## src/rtl/bitstream_pkg.sv

```systemverilog
// Shared types and LFSR helpers for the stochastic sigmoid stages.
// The polynomial x^8+x^6+x^5+x^4+1 gives the maximal period of 255, and the LFSR never reaches zero.
package bitstream_pkg;

    typedef enum logic [1:0] {IDLE, WARM, RUN, DONE} seq_state_t;

    localparam logic [7:0] LFSR8_TAPS = 8'b1011_1000;

    // Fibonacci form: shift left, and the XOR of the tapped bits enters at bit 0.
    function automatic logic [7:0] lfsr8_next(input logic [7:0] s);
        return {s[6:0], ^(s & LFSR8_TAPS)};
    endfunction

endpackage

```

## src/rtl/sng8.sv

```systemverilog
// Stochastic number generator: an 8-bit LFSR feeding a comparator, with a registered output bit.
// The output bit is forced to 0 whenever the generator is not enabled.
module sng8
    import bitstream_pkg::*;
#(
    parameter logic [7:0] RST_SEED = 8'hA5
) (
    input  logic       clk,
    input  logic       n_rst,
    input  logic       load,
    input  logic       en,
    input  logic [7:0] seed,
    input  logic [7:0] value,
    output logic       bit_out
);

    logic [7:0] lfsr_q, lfsr_d;
    logic       bit_q, bit_d;

    always_comb begin
        lfsr_d = lfsr_q;
        if (load) begin
            lfsr_d = seed;
        end else if (en) begin
            lfsr_d = lfsr8_next(lfsr_q);
        end
    end

    // The comparison uses the pre-advance state, so the first bit after a reload reflects the seed.
    assign bit_d = en && (lfsr_q < value);

    always_ff @(posedge clk or negedge n_rst) begin
        if (!n_rst) begin
            lfsr_q <= RST_SEED;
            bit_q  <= 1'b0;
        end else begin
            lfsr_q <= lfsr_d;
            bit_q  <= bit_d;
        end
    end

    assign bit_out = bit_q;

endmodule

```

## src/rtl/power_seq_ctrl.sv

```systemverilog
// Sequencer for one stochastic power unit. It streams an SNG bitstream out, skips the fill cycles,
// and counts the ones in the unit's output over a fixed window.
module power_seq_ctrl
    import bitstream_pkg::*;
#(
    parameter int unsigned WIDTH  = 8,
    parameter int unsigned LENGTH = 255,
    parameter int unsigned WARMUP = 7,
    parameter logic [7:0]  SEED   = 8'hA5,
    localparam int unsigned CW    = $clog2(LENGTH + 1)
) (
    input  logic             clk,
    input  logic             n_rst,
    input  logic             in_valid,
    output logic             in_ready,
    input  logic [WIDTH-1:0] in_value,
    output logic             bs_x,
    input  logic             bs_y,
    output logic             bs_active,
    output logic             out_valid,
    input  logic             out_ready,
    output logic [CW-1:0]    out_count
);

    if (WIDTH != 8) begin : g_bad_width
        $error("power_seq_ctrl: only WIDTH=8 is supported");
    end
    if (LENGTH < 1) begin : g_bad_length
        $error("power_seq_ctrl: LENGTH must be at least 1");
    end
    if (SEED == 8'h00) begin : g_bad_seed
        $error("power_seq_ctrl: SEED must be nonzero");
    end

    // The phase counter is shared by WARM and RUN, so it is sized for the longer of the two phases.
    localparam int unsigned CNT_MAX = (LENGTH > WARMUP) ? LENGTH : WARMUP;
    localparam int unsigned CNTW    = (CNT_MAX > 1) ? $clog2(CNT_MAX) : 1;
    localparam logic [CNTW-1:0] WARM_LAST = CNTW'((WARMUP > 0) ? WARMUP - 1 : 0);
    localparam logic [CNTW-1:0] RUN_LAST  = CNTW'(LENGTH - 1);

    seq_state_t      state_q, state_d;
    logic [CNTW-1:0] cnt_q, cnt_d;
    logic [7:0]      value_q, value_d;
    logic [CW-1:0]   count_q, count_d;
    logic            bs_active_q;
    logic            accept;
    logic            stream_en;

    always_ff @(posedge clk or negedge n_rst) begin
        if (!n_rst) begin
            state_q <= IDLE;
        end else begin
            state_q <= state_d;
        end
    end

    always_comb begin
        state_d = state_q;
        case (state_q)
            IDLE:    if (in_valid) state_d = (WARMUP == 0) ? RUN : WARM;
            WARM:    if (cnt_q == WARM_LAST) state_d = RUN;
            RUN:     if (cnt_q == RUN_LAST) state_d = DONE;
            DONE:    if (out_ready) state_d = IDLE;
            default: state_d = IDLE;
        endcase
    end

    always_comb begin
        in_ready  = (state_q == IDLE);
        out_valid = (state_q == DONE);
        stream_en = (state_q == WARM) || (state_q == RUN);
    end

    assign accept = in_valid && in_ready;

    always_comb begin
        cnt_d   = cnt_q;
        value_d = value_q;
        count_d = count_q;
        if (accept) begin
            cnt_d   = '0;
            value_d = in_value;
            count_d = '0;
        end else if (state_q == WARM) begin
            cnt_d = (cnt_q == WARM_LAST) ? '0 : cnt_q + CNTW'(1);
        end else if (state_q == RUN) begin
            cnt_d = (cnt_q == RUN_LAST) ? '0 : cnt_q + CNTW'(1);
            // The count is bounded by LENGTH, so it cannot wrap.
            if (bs_y) count_d = count_q + CW'(1);
        end
    end

    always_ff @(posedge clk or negedge n_rst) begin
        if (!n_rst) begin
            cnt_q       <= '0;
            value_q     <= '0;
            count_q     <= '0;
            bs_active_q <= 1'b0;
        end else begin
            cnt_q       <= cnt_d;
            value_q     <= value_d;
            count_q     <= count_d;
            bs_active_q <= stream_en;
        end
    end

    sng8 #(
        .RST_SEED(SEED)
    ) u_sng (
        .clk    (clk),
        .n_rst  (n_rst),
        .load   (accept),
        .en     (stream_en),
        .seed   (SEED),
        .value  (value_q),
        .bit_out(bs_x)
    );

    // Registered alongside bs_x, so it marks exactly the cycles in which bs_x carries stream data.
    assign bs_active = bs_active_q;
    assign out_count = count_q;

endmodule

```

## config.mk

```make
export PLATFORM = sky130hd
export DESIGN_NAME = power_seq_ctrl
export DESIGN_NICKNAME = d
export VERILOG_FILES = /design/src/rtl/bitstream_pkg.sv /design/src/rtl/sng8.sv /design/src/rtl/power_seq_ctrl.sv
export SDC_FILE = /design/constraint.sdc
export NUM_CORES = 1
export LEC_CHECK = 0
export CELL_PAD_IN_SITES_DETAIL_PLACEMENT = 1
export CELL_PAD_IN_SITES_GLOBAL_PLACEMENT = 1
export CORE_MARGIN = 4
export CORE_UTILIZATION = 44
export CTS_BUF_LIST = sky130_fd_sc_hd__clkbuf_2
export DETAILED_ROUTE_END_ITERATION = 10
export PLACE_DENSITY = 0.89
export SLEW_MARGIN = 25
export SYNTH_ARGS = -nofsm -noshare
export SYNTH_HDL_FRONTEND = slang
export SYNTH_SLANG_ARGS = --single-unit
```

## constraint.sdc

```tcl
create_clock -name clk -period 2.4 [get_ports clk]
set_clock_uncertainty 0.2 [all_clocks]
set_input_delay 0.48 -clock clk [delete_from_list [all_inputs] [get_ports clk]]
set_output_delay 0.48 -clock clk [all_outputs]
set_load 0.01 [all_outputs]
```

==> results of run 1 <==
layer usage:
metal | vias to the layer above | global-route usage (%)
met3 | 10 | 4.673
met5 | - | 0
li1 | 766 | -
met1 | 766 | 22.58
met2 | 23 | 31.33
met4 | 0 | 6.990
layout by cell type (no fill, tap or decap), types with 2 or more instances in the layout:
cell type	netlist	routed
mux2i_1	9	9
a21oi_1	3	3
nand3_1	10	10
dfstp_2	4	4
xor2_1	3	3
nor2_1	14	14
inv_2	0	2
buf_4	0	7
nor3_1	2	2
nand2_1	33	33
xnor2_1	6	6
o211ai_1	3	3
dfrtp_1	32	32
and3_1	2	2
dlymetal6s2s_1	0	2
nand4_1	3	3
clkdlybuf4s50_1	0	22
clkbuf_2	0	7
or4_1	3	3
o21ai_0	8	8
o21ai_1	3	3
ha_1	15	14
or3_1	2	2
inv_1	15	13
and2_1	2	2
stage by stage:
stage               util (%)  std cells  cell area [um^2]  hold slack [ns]
finish                 54.68        288              2381           0.2932
global route           54.68        288              2381           0.2937
CTS                    54.40        287              2369           0.2831
detailed placement     53.05        278              2310           0.2730
global placement       53.05        278              2310           0.2620
floorplan                  -        201              1987         -0.01559
layout make-up:
cell class / count / share of cell area (%)
multi-input combinational: 146 / 42.72
sequential: 36 / 38.05
clock inverter: 1 / 0.1576
inverter: 15 / 2.365
clock buffer: 7 / 1.471
timing repair buffer: 31 / 12.51
tap: 52 / 2.733
state kept, by name, indices dropped and copies added, names as in the netlist:
name	flops
bs_active	1
cnt_q	8
out_count	8
state_q	2
u_sng.bit_out	1
u_sng.lfsr_q	8
value_q	8
final timing paths:
path | slack (ns) | startpoint | end
setup / recovery | 0.29 | out_count[2] | out_count[2]
hold / removal | 0.29 | n_rst | out_count[0]
setup reg to reg | 0.35 | state_q[0] | out_count[7]
hold reg to reg | 0.31 | value_q[0] | value_q[0]
max in group asynchronous | 1.34 | n_rst | u_sng.lfsr_q[5]
min in group clk | 0.31 | value_q[0] | value_q[0]
kinds of logic after synthesis:
family,after synthesis
buf+inv,19
simple gates,82
flops,36
mux,10
compound gates,30
fa+ha+maj,15
xor+xnor,9
power by group through the flow:
stage | clock (uW) | sequential [uW] | combinational (uW)
floorplan | 0 | 618 | 0.764
global placement | 0 | 618 | 35.2
detailed placement | 0 | 618 | 35.8
CTS | 294 | 608 | 36.0
global route | 311 | 608 | 37.9
finish | 278 | 608 | 34.9
timing repair:
action                                  4_1_cts  5_1_grt
endpoints found under the setup margin        1        1
hold endpoints to repair                      0        0
gates resized for setup                       3        3
buffers inserted                              1        1
cloned                                        0        0
==> flow_metrics.py, run 1 <==
metrics = {
    "floorplanning": {
        "rows": 24,
        "die_width_um": 75.20,
        "die_area_um2": 5655,
        "core_area_um2": 4354,
        "start_util_pct": 45.63,
        "die_h_um": 75.20,
        "num_io_pins": 25,
    },
    "route": {
        "highest_layer": "met4",
        "first_iter_violations": 71,
        "detail_route.wirelength.met1_mm": 2.009,
        "wl_met2_mm": 2.358,
        "drt-pass1-iter-count": 4,
        "drt-vias-per-instance": 5.434,
        "post_drt_wl_per_cell_um": 16.10,
        "met3_length_um": 168,
        "dr_total_vias": 1565,
        "ant_nets": 0,
        "post-route-drc-count": 0,
        "wl_mm": 4.637,
    },
    "finish": {
        "fill_cells": 506,
        "drive_gt1_share_pct": 11.86,
        "final_nets": 263,
        "area_delta_synth_final_pct": 19.84,
        "regArea_um2": 905.9,
        "multi_input_area_um2": 1017,
        "diodes": 0,
    },
    "pwr": {
        "total_power_uw": 920.2,
        "intPower_uw": 704.1,
        "switching_power_uw": 216.1,
        "vdd_drop_max_mv": 0.1573,
        "pwr-share-clk_pct": 30.2,
        "power.density_nw_per_um2": 386.5,
        "leakage_uw": 0.001224,
        "swShare_pct": 23.49,
        "p_seq_share_pct": 66.0,
        "power_frac_comb_pct": 3.8,
    },
    "clock_tree": {
        "worstSkewPairLatency_ns": 0.38,
        "clock_sinks": 36,
        "cts.htree.levels": 2,
        "root_buffer": "clkbuf_2",
        "clock_path_buffers": 2,
        "clkTransAtPathRegs_ns": 0.18,
        "cts_tree": "yes",
        "holdBufCountCts": 0,
        "cts_buffers": 5,
    },
    "job": {
        "drv_cap": 0,
    },
    "setup_path": {
        "path_class": "reg2out",
        "slowest_stage": "clkdlybuf4s50_1",
        "ff2ff_path_depth": 6,
        "crit_path_start_kind": "flop",
        "crit_buf_inv": 1,
        "crit_path_max_fanout": 5,
        "end_kind": "primary output",
        "required_ns": 1.72,
        "critPathTopFamily": "buffers and inverters",
        "path_cells": "clkdlybuf4s50_1",
        "slowest_delay_ns": 0.57,
        "cp_num_cells": 1,
        "cp.arrival_ns": 1.43,
    },
    "sta": {
        "timing.final.setup_violations": 0,
        "rsz0062_at_grt": "no",
        "hold_viol": 0,
        "setup_tns_ns": 0,
        "fmax_mhz": 473.8,
        "post-route-period-util_pct": 87.95,
        "timing.slew.headroom_pct": 68.31,
        "drv_slew": 0,
        "timing.final.ws_setup_ns": 0.2892,
        "period_needed_ns": 2.111,
        "worst_slew_pin_slew_ns": 0.4754,
    },
    "synthesis": {
        "yosysMostFrequentCell": "nand2_1",
        "synth_seq_cells": 36,
        "synthSimpleGateAreaFrac_pct": 20.78,
        "synthFlopType": "dfrtp_1",
        "yosys_warnings": 0,
        "synth_area_leaders": "dfrtp_1, ha_1, nand2_1",
        "synth_top_area_share_pct": 40.30,
        "synth_area_per_cell_um2": 9.885,
        "synth_edf_count": 0,
        "synth_cells": 201,
        "synth_top_family_by_area": "simple AND/OR/NAND/NOR gates",
        "syn-num-nets": 229,
        "synth-compound-area-share_pct": 11.27,
        "yosys.area.top_type": "dfrtp_1",
        "netlist_area_um2": 1987,
        "synth_mux_area_share_pct": 5.101,
        "synthAdderAreaFrac_pct": 9.446,
        "synth-seq-area-share_pct": 45.59,
        "synthXorXnorAreaFrac_pct": 3.967,
        "netlist_top_cells_count": "nand2_1, dfrtp_1, ha_1, inv_1, nor2_1",
        "yosysUniqueCellTypes": 46,
        "postSynth.asyncResetShare_pct": 100.0,
    },
    "global_route": {
        "grt_max_degree": 37,
        "grt-ovfl-total": 0,
        "grt_usage_pct": 18.47,
        "antenna_found_initial": 0,
        "grt_pass1_vias": 1636,
        "grt_pass1_wl_mm": 7.783,
    },
    "run_status": {
        "status": "finished clean",
    },
    "placed_design": {
        "pre_cts_ws_ns": 0.1827,
        "place_hpwl_mm": 3.391,
        "place.gp.congestion": 0.7710,
        "io_buffers": 24,
    },
    "min_path": {
        "hold_class": "in2async",
    },
}
No activity file was read; power rests on OpenSTA's default activity.
==> run 2: changes to the inputs <==
--- a/config.mk
+++ b/config.mk
@@ -11,7 +11,7 @@
 export CORE_UTILIZATION = 44
 export CTS_BUF_LIST = sky130_fd_sc_hd__clkbuf_2
 export DETAILED_ROUTE_END_ITERATION = 10
-export PLACE_DENSITY = 0.89
+export PLACE_DENSITY = 0.85
 export SLEW_MARGIN = 25
 export SYNTH_ARGS = -nofsm -noshare
 export SYNTH_HDL_FRONTEND = slang
==> flow_metrics.py, run 2 (synthesized netlist as in run 1, its figures left out) <==
metrics = {
    "sta": {
        "worst_slew_pin_slew_ns": 0.4670,
        "timing.final.setup_violations": 0,
        "drv_slew": 0,
        "hold_viol": 0,
        "period_needed_ns": 2.341,
        "fmax_mhz": 427.2,
        "post-route-period-util_pct": 97.53,
        "setup_tns_ns": 0,
        "timing.slew.headroom_pct": 68.87,
    },
    "finish": {
        "diodes": 0,
        "final_nets": 267,
        "area_delta_synth_final_pct": 21.16,
        "final_common_cell": "nand2_1",
        "drive_gt1_share_pct": 12.92,
        "multi_input_area_um2": 1017,
        "final_cell_mix": "nand2_1, dfrtp_1, clkdlybuf4s50_1, nor2_1, ha_1",
        "fill_cells": 512,
        "regArea_um2": 905.9,
        "finish.utilization_pct": 55.29,
    },
    "pwr": {
        "leakage_uw": 0.001225,
        "power.density_nw_per_um2": 382.2,
        "vdd_drop_max_mv": 0.1519,
        "total_power_uw": 920.0,
    },
    "route": {
        "drt-vias-per-instance": 5.438,
        "first_iter_violations": 60,
        "dr_total_vias": 1588,
        "drt-pass1-iter-count": 4,
        "wl_mm": 4.470,
        "post_drt_wl_per_cell_um": 15.31,
        "post-route-drc-count": 0,
        "ant_nets": 0,
    },
    "setup_path": {
        "cp_num_cells": 3,
        "path_class": "reg2out",
        "crit_buf_inv": 2,
        "path_cells": "buf_4, ha_1, clkdlybuf4s50_1",
        "critPathTopFamily": "buffers and inverters",
        "ff2ff_path_depth": 7,
        "cp.arrival_ns": 1.66,
        "crit_path_start_kind": "flop",
        "slowest_stage": "clkdlybuf4s50_1",
        "crit_path_max_fanout": 3,
        "end_kind": "primary output",
        "required_ns": 1.72,
        "slowest_delay_ns": 0.49,
    },
    "global_route": {
        "grt_usage_pct": 17.58,
        "antenna_found_initial": 0,
        "grt_max_degree": 37,
        "grt-busiest-layer": "met2",
        "grt_use_met1_pct": 21.39,
        "grt_pass1_vias": 1585,
        "grt-ovfl-total": 0,
        "grt_util_met2_pct": 29.50,
        "grt_pass1_wl_mm": 7.507,
        "use_met3_pct": 4.139,
    },
    "floorplanning": {
        "die_area_um2": 5655,
        "rows": 24,
        "num_io_pins": 25,
        "die_width_um": 75.20,
        "die_h_um": 75.20,
        "core_area_um2": 4354,
        "start_util_pct": 45.63,
    },
    "clock_tree": {
        "clock_path_buffers": 2,
        "cts_tree": "yes",
        "root_buffer": "clkbuf_2",
        "worstSkewPairLatency_ns": 0.38,
        "clkTransAtPathRegs_ns": 0.19,
        "clock_sinks": 36,
        "cts.htree.levels": 2,
        "cts_buffers": 5,
        "holdBufCountCts": 0,
    },
    "placed_design": {
        "place_hpwl_mm": 3.349,
        "io_buffers": 24,
        "place.gp.congestion": 0.7588,
    },
    "run_status": {
        "status": "finished clean",
    },
    "min_path": {
        "hold_class": "in2async",
    },
    "job": {
        "drv_cap": 0,
    },
}
-- run 2: changes by cell type in the layout (fill, tap and decap cells not counted) --
cell             previous run  this run
clkinv_1                    1         2
clkdlybuf4s50_1            22        23
dlymetal6s2s_1              2         1
clkbuf_2                    7         6
buf_4                       7        11
-- run 2: where the power goes --
group          total [uW]  internal (uW)  leakage, uW  switching [uW]
combinational        34.6           18.4     0.000780            16.2
clock                 278           70.2    0.0000281             208
sequential            608            608     0.000417               0
-- run 2: final timing paths --
| path | slack (ns) | startpoint | end |
|---|---|---|---|
| hold / removal | 0.30 | n_rst | out_count[0] |
| max in group asynchronous | 1.35 | n_rst | u_sng.lfsr_q[2] |
| min in group clk | 0.30 | value_q[0] | value_q[0] |
| setup reg to reg | 0.35 | state_q[1] | cnt_q[5] |
| setup / recovery | 0.06 | state_q[0] | out_valid |
| hold reg to reg | 0.30 | value_q[0] | value_q[0] |
-- run 2: final cells by class --
type | instances | area share (%)
clock inverter | 2 | 0.3119
sequential | 36 | 37.63
timing repair buffer | 35 | 13.51
tap | 52 | 2.703
multi-input combinational | 146 | 42.26
clock buffer | 6 | 1.247
inverter | 15 | 2.339
-- run 2: layer usage --
metal,up-vias,part of all wire (%),wire [um]
li1,774,-,-
met1,772,44,1947
met2,32,51,2270
met3,10,3.7,166
met4,0,1.9,86
met5,-,0,0
-- run 2: repair_timing --
| item | in CTS | in global routing |
|---|---|---|
| gates resized for setup | 4 | 1 |
| endpoints found under the hold margin | 0 | 0 |
| buffers inserted | 1 | 2 |
| endpoints found under the setup margin | 1 | 2 |
-- run 2: metrics by stage --
stage	hold WS (ns)	instances	setup WS [ns]	area [um^2]
CTS	0.2928	290	0.01243	2390
global route	0.2966	292	-0.001980	2407
finish	0.2959	292	0.05937	2407
floorplan	-0.01559	201	0.5967	1987
global placement	0.2619	281	0.2499	2332
detailed placement	0.2663	281	0.1868	2332
==> run 3: changes to the inputs <==
--- a/config.mk
+++ b/config.mk
@@ -8,10 +8,9 @@
 export CELL_PAD_IN_SITES_DETAIL_PLACEMENT = 1
 export CELL_PAD_IN_SITES_GLOBAL_PLACEMENT = 1
 export CORE_MARGIN = 4
-export CORE_UTILIZATION = 44
-export CTS_BUF_LIST = sky130_fd_sc_hd__clkbuf_2
+export CORE_UTILIZATION = 43
 export DETAILED_ROUTE_END_ITERATION = 10
-export PLACE_DENSITY = 0.85
+export PLACE_DENSITY = 0.84
 export SLEW_MARGIN = 25
 export SYNTH_ARGS = -nofsm -noshare
 export SYNTH_HDL_FRONTEND = slang
==> flow_metrics.py, run 3 (synthesized netlist as in run 1, its figures left out) <==
metrics = {
    "run_status": {
        "status": "finished clean",
    },
    "sta": {
        "drv_slew": 0,
        "hold_viol": 0,
        "setup_tns_ns": 0,
        "fmax_mhz": 431.1,
        "timing.final.setup_violations": 0,
        "timing.slew.headroom_pct": 68.81,
        "worst_slew_pin_slew_ns": 0.4679,
        "period_needed_ns": 2.320,
        "rsz0062_at_grt": "no",
        "timing.final.ws_setup_ns": 0.08043,
        "post-route-period-util_pct": 96.65,
    },
    "floorplanning": {
        "start_util_pct": 45.01,
        "die_h_um": 75.98,
        "num_io_pins": 25,
        "die_width_um": 75.98,
        "die_area_um2": 5772,
        "rows": 24,
        "core_area_um2": 4414,
    },
    "setup_path": {
        "critPathTopFamily": "buffers and inverters",
        "rr_startpoint": "state_q[0]",
        "slowest_delay_ns": 0.55,
        "path_class": "reg2out",
        "crit_buf_inv": 2,
        "crit_path_max_fanout": 6,
        "required_ns": 1.72,
        "slowest_stage": "clkdlybuf4s50_1",
        "crit_path_start_kind": "flop",
        "path_cells": "inv_1, ha_2, clkdlybuf4s50_1",
        "ff2ff_path_depth": 6,
        "end_kind": "primary output",
        "regToRegSetupSlack_ns": 0.43,
        "cp_num_cells": 3,
        "cp.arrival_ns": 1.64,
        "reg2reg_to": "cnt_q[4]",
    },
    "route": {
        "wl_mm": 4.663,
        "post_drt_wl_per_cell_um": 16.19,
        "drt-vias-per-instance": 5.521,
        "post-route-drc-count": 0,
        "first_iter_violations": 26,
        "ant_nets": 0,
        "dr_total_vias": 1590,
        "drt-pass1-iter-count": 4,
    },
    "global_route": {
        "grt_pass1_wl_mm": 8.135,
        "antenna_found_initial": 0,
        "grt_max_degree": 37,
        "grt_usage_pct": 16.98,
        "grt-ovfl-total": 0,
        "grt_pass1_vias": 1644,
    },
    "finish": {
        "final_common_cell": "nand2_1",
        "drive_gt1_share_pct": 11.44,
        "diodes": 0,
        "final_nets": 263,
        "final_cell_mix": "nand2_1, dfrtp_1, clkdlybuf4s50_1, inv_1",
        "area_delta_synth_final_pct": 22.73,
    },
    "clock_tree": {
        "clkTransAtPathRegs_ns": 0.08,
        "clock_sinks": 36,
        "clock_path_buffers": 2,
        "holdBufCountCts": 0,
        "cts_buffers": 5,
        "root_buffer": "clkbuf_8",
        "cts.htree.levels": 2,
        "worstSkewPairLatency_ns": 0.29,
        "cts_tree": "yes",
    },
    "min_path": {
        "hold-path-cell-count": 2,
        "min_from": "value_q[0]",
        "hold_class": "reg2reg",
        "hold_end": "value_q[0]",
    },
    "placed_design": {
        "place_hpwl_mm": 3.317,
        "place.gp.congestion": 0.7411,
        "pre_cts_ws_ns": 0.2171,
        "io_buffers": 24,
    },
    "pwr": {
        "total_power_uw": 1187,
        "vdd_drop_max_mv": 0.1966,
        "leakage_uw": 0.001212,
        "power.density_nw_per_um2": 486.7,
    },
    "job": {
        "drv_cap": 0,
    },
}
## run 3: layout make-up
type / instances / area, um^2
Inverter: 15 / 56.30
Timing Repair Buffer: 31 / 292.8
Fill cell: 505 / 1976
Clock inverter: 3 / 42.54
Tap cell: 52 / 65.06
Sequential cell: 36 / 905.9
Multi-Input combinational cell: 146 / 1007
Clock buffer: 5 / 68.82
## run 3: routing by layer
layer  up-vias  part of all wire [%]  GRT usage (%)
li1        759                     -              -
met5         -                     0              0
met3         7                   2.8          3.901
met1       804                    44          21.83
met2        20                    52          28.94
met4         0                   1.1          3.737
## run 3: how the worst max path moves through the flow
stage / from / endpoint / slack [ns]
global placement: in_valid / cnt_q[5] / 0.25
floorplan: state_q[0] / out_count[7] / 0.60
finish: state_q[0] / in_ready / 0.08
global route: state_q[0] / in_ready / 0.02
detailed placement: in_valid / cnt_q[4] / 0.22
CTS: state_q[0] / in_ready / 0.01
## run 3: what timing repair did
action,in CTS,in global routing
endpoints found under the setup margin,0,1
setup buffers,0,0
resized for setup,0,1
## run 3: worst reg2reg max path, stage by stage, from the launching register on
cell      delay, ns
dfrtp_1        0.40
inv_1          0.14
ha_1           0.32
a211oi_2       0.07
buf_4          0.19
or4_1          0.48
o211ai_1       0.10
## run 3: power breakdown
group,switching (uW),total [uW],internal (uW)
logic,16.1,34.4,18.4
clock network,238,546,308
registers,0,606,606
## run 3: metrics by stage
step                cell area [um^2]  utilization, %  hold slack [ns]  instances
floorplan                       1987               -         -0.01559        201
global placement                2325           52.66           0.2622        280
detailed placement              2325           52.66           0.2739        280
CTS                             2436           55.19           0.3094        288
global route                    2439           55.24           0.3430        288
finish                          2439           55.24           0.3033        288
